$ cat src/rtl/rf_arb_pkg.sv
// Shared types and the round-robin pick helper for the register-file write arbiter.
package rf_arb_pkg;

  localparam int unsigned RF_ADDR_W = 3;
  localparam int unsigned RF_NREG   = 8;
  localparam int unsigned MAX_REQ   = 4;
  localparam int unsigned IDX_W     = 2;

  typedef logic [RF_ADDR_W-1:0] rf_addr_t;
  typedef logic [IDX_W-1:0]     rr_idx_t;

  typedef struct packed {
    logic    valid;
    rr_idx_t idx;
  } rr_pick_t;

  // First eligible index searching upward from ptr, wrapping at nreq-1.
  function automatic rr_pick_t rr_pick(input logic [MAX_REQ-1:0] eligible,
                                       input rr_idx_t ptr,
                                       input int unsigned nreq);
    rr_pick_t    res;
    int unsigned cand;
    res = '0;
    for (int unsigned k = 0; k < MAX_REQ; k++) begin
      cand = 32'(ptr) + k;
      if (cand >= nreq) cand = cand - nreq;
      if ((k < nreq) && !res.valid && eligible[IDX_W'(cand)]) begin
        res.valid = 1'b1;
        res.idx   = IDX_W'(cand);
      end
    end
    return res;
  endfunction

endpackage

$ cat src/rtl/regfile_write_arbiter_decoder3_8.sv
// 3-to-8 word-enable decoder; output is all zero when en is low.
module decoder3_8
  import rf_arb_pkg::*;
(
  input  rf_addr_t             addr,
  input  logic                 en,
  output logic [RF_NREG-1:0]   onehot
);

  // One-hot decode of the register address, gated by the write strobe.
  always_comb begin
    onehot = '0;
    if (en) onehot = RF_NREG'(1) << addr;
  end

endmodule

$ cat src/rtl/regfile_write_arbiter.sv
// Round-robin arbiter sharing the register-file write port among NREQ writers.
// Optional macro RF_ZERO_GUARD_EN: a grant to address 0 suppresses the write strobe.
module regfile_write_arbiter
  import rf_arb_pkg::*;
#(
  parameter int unsigned NREQ   = 3,
  parameter int unsigned DATA_W = 32
) (
  input  logic                     clk,
  input  logic                     reset,
  input  logic [NREQ-1:0]          req,
  input  logic [NREQ*RF_ADDR_W-1:0] req_addr,
  input  logic [NREQ*DATA_W-1:0]   req_data,
  input  logic                     stall,
  output logic [NREQ-1:0]          gnt,
  output logic                     wr_en,
  output rf_addr_t                 wr_addr,
  output logic [DATA_W-1:0]        wr_data,
  output logic [RF_NREG-1:0]       wr_onehot,
  output logic                     busy
);

  logic [NREQ-1:0]   eligible;
  rr_idx_t           rr_ptr;
  rr_idx_t           rr_ptr_next;
  rr_pick_t          pick;
  rf_addr_t          win_addr;
  logic [DATA_W-1:0] win_data;
  logic              win_write;

  // Mask the current grantee, pick the next winner and mux its payload.
  always_comb begin
    eligible = req & ~gnt;
    pick     = rr_pick(MAX_REQ'(eligible), rr_ptr, NREQ);
    win_addr = '0;
    win_data = '0;
    for (int unsigned i = 0; i < NREQ; i++) begin
      if (pick.idx == IDX_W'(i)) begin
        win_addr = req_addr[RF_ADDR_W*i +: RF_ADDR_W];
        win_data = req_data[DATA_W*i +: DATA_W];
      end
    end
`ifdef RF_ZERO_GUARD_EN
    win_write = (win_addr != '0);
`else
    win_write = 1'b1;
`endif
    rr_ptr_next = (pick.idx == IDX_W'(NREQ-1)) ? '0 : pick.idx + IDX_W'(1);
    busy        = |eligible;
  end

  // Grant register, write-port payload and round-robin pointer.
  always_ff @(posedge clk) begin
    if (reset) begin
      gnt     <= '0;
      wr_en   <= 1'b0;
      wr_addr <= '0;
      wr_data <= '0;
      rr_ptr  <= '0;
    end else if (!stall && pick.valid) begin
      gnt     <= NREQ'(1) << pick.idx;
      wr_en   <= win_write;
      wr_addr <= win_addr;
      wr_data <= win_data;
      rr_ptr  <= rr_ptr_next;
    end else begin
      gnt   <= '0;
      wr_en <= 1'b0;
    end
  end

  decoder3_8 u_decoder3_8 (
    .addr   (wr_addr),
    .en     (wr_en),
    .onehot (wr_onehot)
  );

endmodule

$ cat config.mk
export PLATFORM = sky130hd
export DESIGN_NAME = regfile_write_arbiter
export DESIGN_NICKNAME = d
export VERILOG_FILES = /design/src/rtl/rf_arb_pkg.sv /design/src/rtl/regfile_write_arbiter_decoder3_8.sv /design/src/rtl/regfile_write_arbiter.sv
export SDC_FILE = /design/constraint.sdc
export NUM_CORES = 1
export LEC_CHECK = 0
export CAP_MARGIN = 30
export CELL_PAD_IN_SITES_DETAIL_PLACEMENT = 1
export CELL_PAD_IN_SITES_GLOBAL_PLACEMENT = 2
export CORE_ASPECT_RATIO = 1.25
export CORE_MARGIN = 3
export CORE_UTILIZATION = 18
export CTS_CLUSTER_DIAMETER = 60
export DETAILED_ROUTE_END_ITERATION = 10
export PLACE_DENSITY = 0.84
export RECOVER_POWER = 100
export SLEW_MARGIN = 0
export SYNTH_ARGS = -nofsm -noshare
export SYNTH_HDL_FRONTEND = slang
export SYNTH_SLANG_ARGS = --single-unit
$ cat constraint.sdc
create_clock -name clk -period 2.1 [get_ports clk]
set_clock_uncertainty 0.2 [all_clocks]
set_input_delay 0.525 -clock clk [delete_from_list [all_inputs] [get_ports clk]]
set_output_delay 0.525 -clock clk [all_outputs]
set_load 0.02 [all_outputs]
# Word level (Yosys, flattened, before mapping)
# Index checks and enable logic that the tools add are counted.
[totals]
wordCells = 54
ff_bits = 41
out_inout_bits = 48
[classes]
n_lt_le_gt_ge = 6
eq_ne = 2
reduce_logical = 9
mux = 21
add_sub_neg = 6
shift = 2
bitwise_logic = 3
[op_table]
columns = ["cell", "count"]
rows = [
  ["32-bit two-way mux", 3],
  ["3-bit two-way mux", 6],
  ["2-bit by 3-bit < comparator with 1-bit output, second input constant", 3],
  ["2-bit two-way mux", 4],
  ["8-bit two-way mux", 1],
  ["1-bit by 3-bit left shift with 8-bit output, first input constant", 1],
  ["1-bit binary-select mux with 2-bit select", 3],
  ["3-bit by 2-bit >= comparator with 1-bit output, second input constant", 2],
  ["2-bit subtractor, second input constant", 3],
  ["1-bit two-way mux", 4],
  ["2-bit by 1-bit adder with 3-bit output, second input constant", 1],
  ["2-bit by 2-bit adder with 3-bit output, second input constant", 1],
  ["3-bit AND", 1],
  ["1-bit logical AND", 3],
  ["1-bit zero test", 3],
  ["3-bit NOT", 1],
  ["3-bit OR reduction", 1],
  ["1-bit by 2-bit left shift with 3-bit output, first input constant", 1],
  ["2-bit by 1-bit adder with 2-bit output, second input constant", 1],
  ["2-bit by 1-bit == test with 1-bit output, second input constant", 1],
  ["2-bit == test, second input constant", 1],
  ["2-bit >= comparator, second input constant", 1],
  ["2-bit zero test", 1],
  ["2-bit OR reduction", 1],
  ["1-bit NOT", 1],
]

# Depth between registers and ports, before layout
[depth]
word_depth = 15
mapped_depth = 9

# By module
# From an unflattened synthesis, not the netlist that was laid out.
[hier_totals]
cells_unflattened = 294
hier_area_um2 = 2469.9
[modules_own_cells]
columns = ["mod", "n_inst", "seq_area_each_um2", "cells_each", "area_each_um2"]
rows = [
  ["regfile_write_arbiter", 1, 820.8, 286, 2374.8],
  ["decoder3_8", 1, 0.0, 8, 95.1],
]

# Worst setup path before layout
# OpenSTA, ideal clock, no wires.
[synth_path]
kind = "reg2reg"
startpoint = "register rr_ptr[0]"
endpoint = "register wr_addr[1]"
t_arrival_ns = 1.810
path_stages_with_launch = 8
path_slack_ns = -0.037
cell_sequence = "dfxtp_1 inv_1 ha_1 o31a_1 o211a_4 buf_4 o211ai_1 o32ai_2"
[synth_between]
elab_chain_len = 15
[synth_rtl]
columns = ["item", "line_no", "text"]
rows = [
  ["start: declaration", "regfile_write_arbiter.sv:24", "rr_idx_t rr_ptr;"],
  ["start signal: assignment", "regfile_write_arbiter.sv:65", "rr_ptr <= rr_ptr_next;"],
  ["branches (longest 10 deep; another with 2-bit by 1-bit adder with 3-bit output)", "-", ""],
  ["3-bit two-way mux (*)", "rf_arb_pkg.sv:27", "if ((k < nreq) && !res.valid && eligible[IDX_W'(cand)]) begin"],
  ["2-bit zero test", "regfile_write_arbiter.sv:38", "if (pick.idx == IDX_W'(i)) begin"],
  ["3-bit two-way mux (3 in a row)", "regfile_write_arbiter.sv:38", ""],
  ["end signal: assignment", "regfile_write_arbiter.sv:63", "wr_addr <= win_addr;"],
  ["end: declaration", "regfile_write_arbiter.sv:17", "output rf_addr_t wr_addr,"],
]
# Every way passes the cells marked *. The select of a mux whose other input is x is not followed.
# A chain may end at the register's enable or synchronous reset.

# Worst setup path after layout
[layout_path]
startpoint = "register rr_ptr[0]"
endpoint = "register wr_data[0]"
[layout_between]
elab_chain_len = 15
[layout_rtl]
columns = ["item", "line_no", "text"]
rows = [
  ["branches (longest 10 deep; another with 2-bit by 1-bit adder with 3-bit output)", "-", ""],
  ["3-bit two-way mux (*)", "rf_arb_pkg.sv:27", ""],
  ["2-bit zero test", "regfile_write_arbiter.sv:38", ""],
  ["32-bit two-way mux (3 in a row)", "regfile_write_arbiter.sv:38", ""],
  ["end signal: assignment", "regfile_write_arbiter.sv:64", "wr_data <= win_data;"],
  ["end: declaration", "regfile_write_arbiter.sv:18", "output logic [DATA_W-1:0] wr_data,"],
]
# Marks and branches as above.

==> results.toml <==
[detailed_routing]
via_count = 3134
wl_mm = 12.0
first_iter_violations = 86
vias_per_cell = 4.78
wire_per_inst_um = 18.4
first_pass_iters = 4
drc = 0
ant_nets = 0

[yosys]
synthFlopType = "dfxtp_1"
postSynthCellCount = 307
yosysUniqueCellTypes = 44
async_reset_ff_share_pct = 0
synthesis.area_sq_um = 2640
syn_nets = 420
synth_edf_count = 0
synth-warning-count = 0
avgSynthCellArea_sq_um = 8.61
ys_seq_elements = 41
yosysSeqAreaShare_pct = 31.1

[placement]
globalplace.congestion = 0.833
dp_hpwl_mm = 9.04
port_buffers = 158

[sta]
rsz0062_at_grt = "yes"
tightest_slew_ns = 0.345
hold_viol_final = 0
fin_ws_ns = -0.0727
report.final.slew_viol_count = 0
period_share_pct = 103
finalSetupTns_ns = -0.106
period_minus_slack_ns = 2.17
setup_viol = 4
clock.fmax_ghz = 0.460
relSlewSlack_pct = 76.9
hold-worst-slack_ns = 0.277

[clock_network]
cts_root_buf = "clkbuf_16"
clock_latency_ns = 0.29
clockBufferDepth = 2
cts_buffers = 5
h-tree-depth = 2
clkSlewWorstSetupHoldPaths_ns = 0.07
cts_tree = "built"
clock_sinks = 41

[final_layout]
syn2layout_area_growth_pct = 88.8
utilization_pct = 35.3
drive_above_1_share_pct = 16.5
nNetsFinal = 592
antennaDiodeCount = 0

[global_route]
grt_pass1_vias = 3467
grt_start_max_net_pins = 29
antenna_found_initial = 0
grt_usage_pct = 14.7
overflow = 0
grt_pass1_wl_mm = 18.8

[run]
cap_violations = 0

[floorplanning]
die_x_um = 114
start_util_pct = 18.7
die_area_sq_um = 16200
die_y_um = 141
core_area_sq_um = 14100
ios = 159
row_count = 48

[power]
irDropWorstVdd_uv = 317
leakagePower_uw = 0.00189
power_density_nw_per_um2 = 724

[hold_path]
hold_path.class = "flop to flop"

[worst_setup_path]
startpoint_type = "flop"
critical_path_class = "flop to flop"
cp.required_ns = 2.10
cp_max_fo = 16
end_kind = "flop"
critPathArrivalTime_ns = 2.17

[outcome]
status = "complete, but fails checks"
violations = "setup timing"
-- layout make-up --
cell class	count	area [sq um]
clock inverters	3	65.1
well taps	175	219
fillers	1619	9130
clock buffers	5	125
multi-input cells	228	1670
repair buffers	197	2060
inverters	6	22.5
flip-flops and latches	41	830
-- cells in the mapped netlist (2+ instances only) --
master	n	area, sq um
a21oi_1	17	85.1
and2_1	3	18.8
buf_2	6	30.0
buf_4	4	30.0
buf_6	9	101
clkbuf_1	12	45.0
dfxtp_1	41	821
ha_1	2	25.0
inv_1	6	22.5
mux2i_1	20	200
nand2_1	40	150
nand2b_1	5	31.3
nand4_1	20	125
nor2_1	7	26.3
nor2b_1	21	131
nor3_1	6	30.0
o211ai_1	13	97.6
o21ai_0	16	80.1
o221ai_1	20	175
o32ai_1	9	78.8
o32ai_2	6	97.6
or3_1	2	12.5
-- worst max-delay path, cell delays in order, from the launching register on --
cell	delay, ns
dfxtp_4	0.38
inv_2	0.05
ha_4	0.25
o31a_1	0.37
o211a_4	0.35
o22a_1	0.23
a311oi_1	0.24
-- flip-flops by register name (all words and copies together), names as in the netlist --
signal / count
wr_data: 32
gnt: 3
wr_addr: 3
rr_ptr: 2
wr_en: 1
-- per-layer routing --
layer  track usage (%)  vias to the layer above  wire length, um
met5                 0                        -                0
met4              4.32                        0              250
met3              3.92                       19              880
met2              25.8                      121             6010
met1              17.4                     1488             4910
li1                  -                     1506                -
-- repair_timing --
item | in CTS | in global routing
pin swaps | 6 | 3
resized for setup | 31 | 13
gates cloned | 2 | 0
setup buffers | 2 | 0
hold buffers | 0 | 0
endpoints found under the hold margin | 0 | 0
setup endpoints to repair | 52 | 41
-- path summary, 6_finish.rpt --
path / from / end / slack, ns / cells after the start
worst min-delay path: wr_data[20]$_SDFFE_PP0P_ / wr_data[20]$_SDFFE_PP0P_ / 0.28 / 2
worst max-delay path: rr_ptr[0]$_SDFFE_PP0P_ / wr_data[0]$_SDFFE_PP0P_ / -0.07 / 6
worst min register to register: wr_data[20]$_SDFFE_PP0P_ / wr_data[20]$_SDFFE_PP0P_ / 0.28 / 2
worst max register to register: rr_ptr[0]$_SDFFE_PP0P_ / wr_data[0]$_SDFFE_PP0P_ / -0.07 / 6
-- power by group --
group          switching (uW)  internal [uW]  total, uW
sequential               78.0            894        972
clock                     356            680       1040
combinational             757            848       1600
-- cells in the final DEF, fill, tap and decap left out, types with 2 or more instances in the layout --
cell / n
buf_4: 23
a21oi_1: 16
bufbuf_16: 2
buf_12: 13
o21ai_0: 12
ha_4: 2
nor3_1: 5
o32ai_2: 6
clkbuf_16: 5
and2_1: 2
nor2b_1: 20
nand4_1: 20
o221ai_1: 20
mux2i_1: 18
dlygate4sd3_1: 3
o211ai_1: 13
clkdlybuf4s50_1: 140
nor2_1: 7
o32ai_1: 9
dlygate4sd2_1: 11
inv_1: 4
clkdlybuf4s15_1: 2
nor2b_4: 2
dfxtp_4: 2
o21ai_1: 4
nand2_1: 39
nand2b_1: 5
mux2i_2: 2
clkbuf_1: 2
dfxtp_1: 38
bufinv_16: 2
-- cell families after synthesis --
group | share of synthesized area, %
AND/OR/NAND/NOR | 22.4
AO/OA/AOI/OAI | 28.7
flip-flops | 31.1
buffers and inverters | 9.23
multiplexers | 7.58
adder cells (fa/ha/maj) | 0.947
-- per-stage QoR --
| step | setup WS, ns | area (sq um) | power (uW) | instances |
|---|---|---|---|---|
| finish | -0.0727 | 4990 | 3610 | 655 |
| global route | -0.108 | 4990 | 3810 | 655 |
| CTS | -0.0230 | 4980 | 3660 | 655 |
| detailed placement | -0.503 | 4670 | 2510 | 643 |
| global placement | -0.425 | 4670 | 2470 | 643 |
| floorplan | 0.0258 | 2650 | 1740 | 307 |
(Power assumes the default switching activity.)
